**src/rtl/mem_bus_arbiter.sv**
```systemverilog
// Shares the external memory port between the CPU and a DMA requester, one access at a time.
// Define ARB_ROUND_ROBIN_EN for round-robin arbitration; by default the CPU has fixed priority.
module mem_bus_arbiter #(
    parameter int unsigned ADDR_W      = 16,
    parameter int unsigned DATA_W      = 8,
    parameter int unsigned WAIT_STATES = 1,
    parameter int unsigned TIMEOUT     = 15
) (
    input  logic              clk,
    input  logic              rst,
    input  logic              cpu_req,
    input  logic              cpu_w_rd,
    input  logic              cpu_pc_data,
    input  logic [ADDR_W-1:0] cpu_pc_addr,
    input  logic [ADDR_W-1:0] cpu_data_addr,
    input  logic [DATA_W-1:0] cpu_wdata,
    output logic [DATA_W-1:0] cpu_rdata,
    output logic              cpu_ack,
    output logic              cpu_stall,
    input  logic              dma_req,
    input  logic              dma_w_rd,
    input  logic [ADDR_W-1:0] dma_addr,
    input  logic [DATA_W-1:0] dma_wdata,
    output logic [DATA_W-1:0] dma_rdata,
    output logic              dma_ack,
    output logic              mem_en,
    output logic              mem_w_rd,
    output logic [ADDR_W-1:0] mem_addr,
    output logic [DATA_W-1:0] mem_wdata,
    input  logic [DATA_W-1:0] mem_rdata,
    input  logic              mem_ready,
    output logic              bus_err
);

    localparam int unsigned WCNT_W = (WAIT_STATES > 0) ? $clog2(WAIT_STATES + 1) : 1;
    localparam int unsigned TCNT_W = (TIMEOUT > 1) ? $clog2(TIMEOUT + 1) : 1;
    localparam logic [WCNT_W-1:0] WAIT_INIT = WCNT_W'(WAIT_STATES);
    localparam logic [TCNT_W-1:0] TCNT_MAX  = TCNT_W'(TIMEOUT);

    typedef enum logic [1:0] {StIdle, StSetup, StAccess, StDone} state_e;

    state_e              state_q, state_d;
    logic                owner_cpu_q, owner_cpu_d;
    logic                w_rd_q, w_rd_d;
    logic [ADDR_W-1:0]   addr_q, addr_d;
    logic [DATA_W-1:0]   wdata_q, wdata_d;
    logic [WCNT_W-1:0]   wcnt_q, wcnt_d;
    logic [TCNT_W-1:0]   tcnt_q, tcnt_d;
    logic                err_q, err_d;
    logic [DATA_W-1:0]   cpu_rdata_q, cpu_rdata_d;
    logic [DATA_W-1:0]   dma_rdata_q, dma_rdata_d;
    logic                grant_cpu;

`ifdef ARB_ROUND_ROBIN_EN
    // rr_cpu_q set means the CPU wins the next simultaneous request
    logic rr_cpu_q, rr_cpu_d;
    assign grant_cpu = cpu_req & (~dma_req | rr_cpu_q);
`else
    assign grant_cpu = cpu_req;
`endif

    always_comb begin
        state_d     = state_q;
        owner_cpu_d = owner_cpu_q;
        w_rd_d      = w_rd_q;
        addr_d      = addr_q;
        wdata_d     = wdata_q;
        wcnt_d      = wcnt_q;
        tcnt_d      = tcnt_q;
        err_d       = err_q;
        cpu_rdata_d = cpu_rdata_q;
        dma_rdata_d = dma_rdata_q;
`ifdef ARB_ROUND_ROBIN_EN
        rr_cpu_d    = rr_cpu_q;
`endif
        unique case (state_q)
            StIdle: begin
                if (cpu_req | dma_req) begin
                    owner_cpu_d = grant_cpu;
                    if (grant_cpu) begin
                        w_rd_d  = cpu_w_rd;
                        addr_d  = cpu_pc_data ? cpu_pc_addr : cpu_data_addr;
                        wdata_d = cpu_wdata;
                    end else begin
                        w_rd_d  = dma_w_rd;
                        addr_d  = dma_addr;
                        wdata_d = dma_wdata;
                    end
`ifdef ARB_ROUND_ROBIN_EN
                    rr_cpu_d = ~grant_cpu;
`endif
                    state_d = StSetup;
                end
            end
            StSetup: begin
                wcnt_d  = WAIT_INIT;
                tcnt_d  = '0;
                err_d   = 1'b0;
                state_d = StAccess;
            end
            StAccess: begin
                if (wcnt_q != '0) begin
                    wcnt_d = wcnt_q - 1'b1;
                end else if (mem_ready) begin
                    if (!w_rd_q) begin
                        if (owner_cpu_q) cpu_rdata_d = mem_rdata;
                        else             dma_rdata_d = mem_rdata;
                    end
                    state_d = StDone;
                end else if (tcnt_q == TCNT_MAX) begin
                    // Timed-out reads hand back all-ones so the requester sees a defined value
                    err_d = 1'b1;
                    if (!w_rd_q) begin
                        if (owner_cpu_q) cpu_rdata_d = '1;
                        else             dma_rdata_d = '1;
                    end
                    state_d = StDone;
                end else begin
                    tcnt_d = tcnt_q + 1'b1;
                end
            end
            StDone: begin
                state_d = StIdle;
            end
            default: begin
                state_d = StIdle;
            end
        endcase
    end

    always_ff @(posedge clk or negedge rst) begin
        if (!rst) begin
            state_q     <= StIdle;
            owner_cpu_q <= 1'b1;
            w_rd_q      <= 1'b0;
            addr_q      <= '0;
            wdata_q     <= '0;
            wcnt_q      <= '0;
            tcnt_q      <= '0;
            err_q       <= 1'b0;
            cpu_rdata_q <= '0;
            dma_rdata_q <= '0;
`ifdef ARB_ROUND_ROBIN_EN
            rr_cpu_q    <= 1'b1;
`endif
        end else begin
            state_q     <= state_d;
            owner_cpu_q <= owner_cpu_d;
            w_rd_q      <= w_rd_d;
            addr_q      <= addr_d;
            wdata_q     <= wdata_d;
            wcnt_q      <= wcnt_d;
            tcnt_q      <= tcnt_d;
            err_q       <= err_d;
            cpu_rdata_q <= cpu_rdata_d;
            dma_rdata_q <= dma_rdata_d;
`ifdef ARB_ROUND_ROBIN_EN
            rr_cpu_q    <= rr_cpu_d;
`endif
        end
    end

    assign mem_en    = (state_q == StSetup) || (state_q == StAccess);
    assign mem_w_rd  = w_rd_q;
    assign mem_addr  = addr_q;
    assign mem_wdata = wdata_q;
    assign cpu_ack   = (state_q == StDone) && owner_cpu_q;
    assign dma_ack   = (state_q == StDone) && !owner_cpu_q;
    assign bus_err   = (state_q == StDone) && err_q;
    assign cpu_rdata = cpu_rdata_q;
    assign dma_rdata = dma_rdata_q;
    assign cpu_stall = cpu_req & ~cpu_ack;

endmodule
```
**config.mk**
```make
export PLATFORM = sky130hd
export DESIGN_NAME = mem_bus_arbiter
export DESIGN_NICKNAME = d
export VERILOG_FILES = /design/src/rtl/mem_bus_arbiter.sv
export SDC_FILE = /design/constraint.sdc
export NUM_CORES = 1
export LEC_CHECK = 0
export ABC_CLOCK_PERIOD_IN_PS = 5340
export BUFFER_PORTS_ARGS = -buffer_cell sky130_fd_sc_hd__buf_2
export CAP_MARGIN = 10
export CORE_ASPECT_RATIO = 1.2
export CORE_MARGIN = 2
export CORE_UTILIZATION = 40
export DETAILED_ROUTE_END_ITERATION = 10
export PLACE_DENSITY = 0.69
export SLEW_MARGIN = 15
export SYNTH_ARGS = -nofsm -noshare
export SYNTH_HDL_FRONTEND = slang
export SYNTH_SLANG_ARGS = --single-unit
```
**constraint.sdc**
```tcl
create_clock -name clk -period 5.34 [get_ports clk]
set_input_delay 0.267 -clock clk [delete_from_list [all_inputs] [get_ports clk]]
set_output_delay 0.267 -clock clk [all_outputs]
set_load 0.02 [all_outputs]
```
==> run metrics <==
GP Congestion 0.7194; setup ws final 2986 ps; CTS tree built; critical path's top delay family simple AND/OR/NAND/NOR gates; first drt pass iteration count 4; flop2flop setup slack 2990 ps; gr usage total 16.29%; row cnt 32; DR iter-0 viols 77; sequential-to-total area share from yosys stat roughly half; via count 2185; fin crit period between 2000 and 2500 ps; Post-DRT Antenna Nets 0; CP max FO 16; Worst setup EP type register; vias in the first global route between 2k and 2.5k; Arr. time, crit path 2570 ps; CTS resizes 0; IO buf count 125; Hold-fix buffers, CTS 0; Synth Flop Type dfrtp_1; largest net degree at the start of global routing 51; DR WL/cell 12.72 um; largest stage delay on the critical path 530 ps; Filler cells 605; buffer and inverter count on the worst path 1; Slew @ Worst Pin approximately 1100 ps; Syn Inst Count 236; Num CTS Buffers 5; Setup CP Type register to register; n_diodes 0; detailed placement HPWL 4167 um; Yosys cell types 35; final WL 5544 um; Tot Pwr 1.747 mW; first-pass GRT wire length 9418 um; core box area 6326 um^2; footprint of the multi-input gates ~1200 um^2; fin nets ~440; synth warn 0; Reg clk slew, reported paths ~90 ps; Max-Slew Margin vs Limit 28.13%; Max Cap Viol 0; placed instance area 3228 um^2; max-slew violation count 0; root buf cell clkbuf_8; Synth area leaders dfrtp_1 48%, mux2i_1 10%, a2bb2oi_1 5.5%; die height 91.83 um; area grow syn2layout 28.95%; Clock Path Buffers 2; initial antenna violation count 0; endpoints failing hold 0; DP Worst Slack 3017 ps; initial core utilization between 40% and 50%; Via density 5.011; H-tree Lvls 2; I/O pin cnt 126; PwrDens 526.9 nW/um^2; fin crit share 44.07%; cell taking the most area after synthesis dfrtp_1; Setup Skew approximately 8 ps; Hold Path Class input port to async pin; layout cell share with drive strength beyond 1 40.46%; run status completed; synthesized flop and latch total 50; Max IR drop VDD approximately 0.00018 V; share of the synthesized area in the top cell type between 40% and 50%; Final setup viols 0; Remaining DRCs 0; P_leak 1.780 nW; register area 1252 um^2; Post-Syn Area per Cell 10.89 um^2; Post-synth EDFFs 0; final instance area 3316 um^2; top-count cell post-synth dfrtp_1; Post-Syn Area around 2600 um^2; async set-reset flop share out of synthesis 100.0%; worst path cell trace inv_1 -> ha_1 -> nor4b_4 -> nor2b_1 -> a2bb2oi_1; top cells by count, synth 49 x dfrtp_1, 26 x mux2i_1, 19 x nor2_1; Syn Nets 322; Clk Latency, worst-skew pair 300 ps; CP max stage cell nor2b_1; setup bufs post-CTS 0; RSZ-0062 raised after global routing no; Die ar. 7088 um^2; total gr overflow 0; Startpoint Class register; setup TNS 0 ps; chip width 77.19 um; Hold Slack 65.37 ps; Clock Sinks 50; Worst EP required ~5600 ps; max frequency 0.4249 GHz
## metrics by stage
stage | util (%) | instances
after global placement | 51.03 | 428
final | 52.41 | 436
after global routing | 52.41 | 436
after detailed placement | 51.03 | 428
after floorplan | - | 236
after CTS | 52.41 | 436
## routing by layer
| metal | vias to the layer above | track usage [%] | routed length (um) |
|---|---|---|---|
| li1 | 1089 | - | - |
| met1 | 992 | 21.81 | 2470 |
| met2 | 98 | 25.58 | 2551 |
| met3 | 6 | 4.823 | 458 |
| met4 | 0 | 4.762 | 62 |
| met5 | - | 0 | 0 |
## power breakdown
part	total (mW)	internal, mW	leakage, nW	switching (mW)
sequential	0.689	0.562	0.613	0.127
clock	0.217	0.0924	0.0483	0.125
combinational	0.841	0.350	1.12	0.490
total	1.75	1.01	1.78	0.742
## flip-flops by register name, summed over array words and instances (netlist names)
name / flops
mem_addr: 16
wcnt_q: 1
cpu_rdata: 8
mem_wdata: 8
err_q: 1
state_q: 2
dma_rdata: 8
tcnt_q: 4
mem_w_rd: 1
owner_cpu_q: 1
## final timing paths
check	from	endpoint	cells past startpoint
min in group clk	mem_rdata[2]	cpu_rdata[2]	3
worst min register to register	mem_wdata[7]	mem_wdata[7]	2
worst max-delay path	state_q[0]	dma_rdata[6]	5
worst max register to register	state_q[0]	dma_rdata[6]	5
worst min-delay path	rst	cpu_rdata[6]	2
max in group asynchronous	rst	mem_addr[2]	2
## cell usage in the layout (no fill, tap or decap), types with 2 or more instances in the layout
cell type	Yosys	routed
a211oi_1	16	16
a21o_1	17	17
a21oi_1	3	3
a22o_1	2	2
a2bb2oi_1	16	16
a31oi_1	3	3
and2_1	2	2
buf_2	6	125
buf_4	3	2
clkbuf_8	0	5
clkinv_2	0	2
dfrtp_1	49	49
ha_1	6	6
inv_1	4	4
mux2_2	2	2
mux2i_1	26	26
nand2_1	11	11
nand4b_1	3	3
nor2_1	19	19
nor2b_1	12	12
nor3_1	2	2
nor3b_1	3	3
o21ai_0	9	9
## final cells by class
| class | instances | area share, % |
|---|---|---|
| Timing Repair Buffer | 127 | 19.32 |
| Sequential cell | 50 | 37.77 |
| Inverter | 4 | 0.4528 |
| Multi-Input combinational cell | 162 | 36.60 |
| Tap cell | 85 | 3.208 |
| Clock inverter | 3 | 0.5660 |
| Clock buffer | 5 | 2.075 |
## cell families (layout without fill, tap and decap cells)
kind of cell | Yosys count | after routing | synth area share (%)
compound gates | 71 | 71 | 20.39
mux | 28 | 28 | 11.00
simple gates | 56 | 56 | 12.12
buf+inv | 24 | 139 | 4.525
xor+xnor | 1 | 1 | 0.3407
fa+ha+maj | 6 | 6 | 2.920
flops | 50 | 50 | 48.71
No activity file was read; power rests on OpenSTA's default activity.
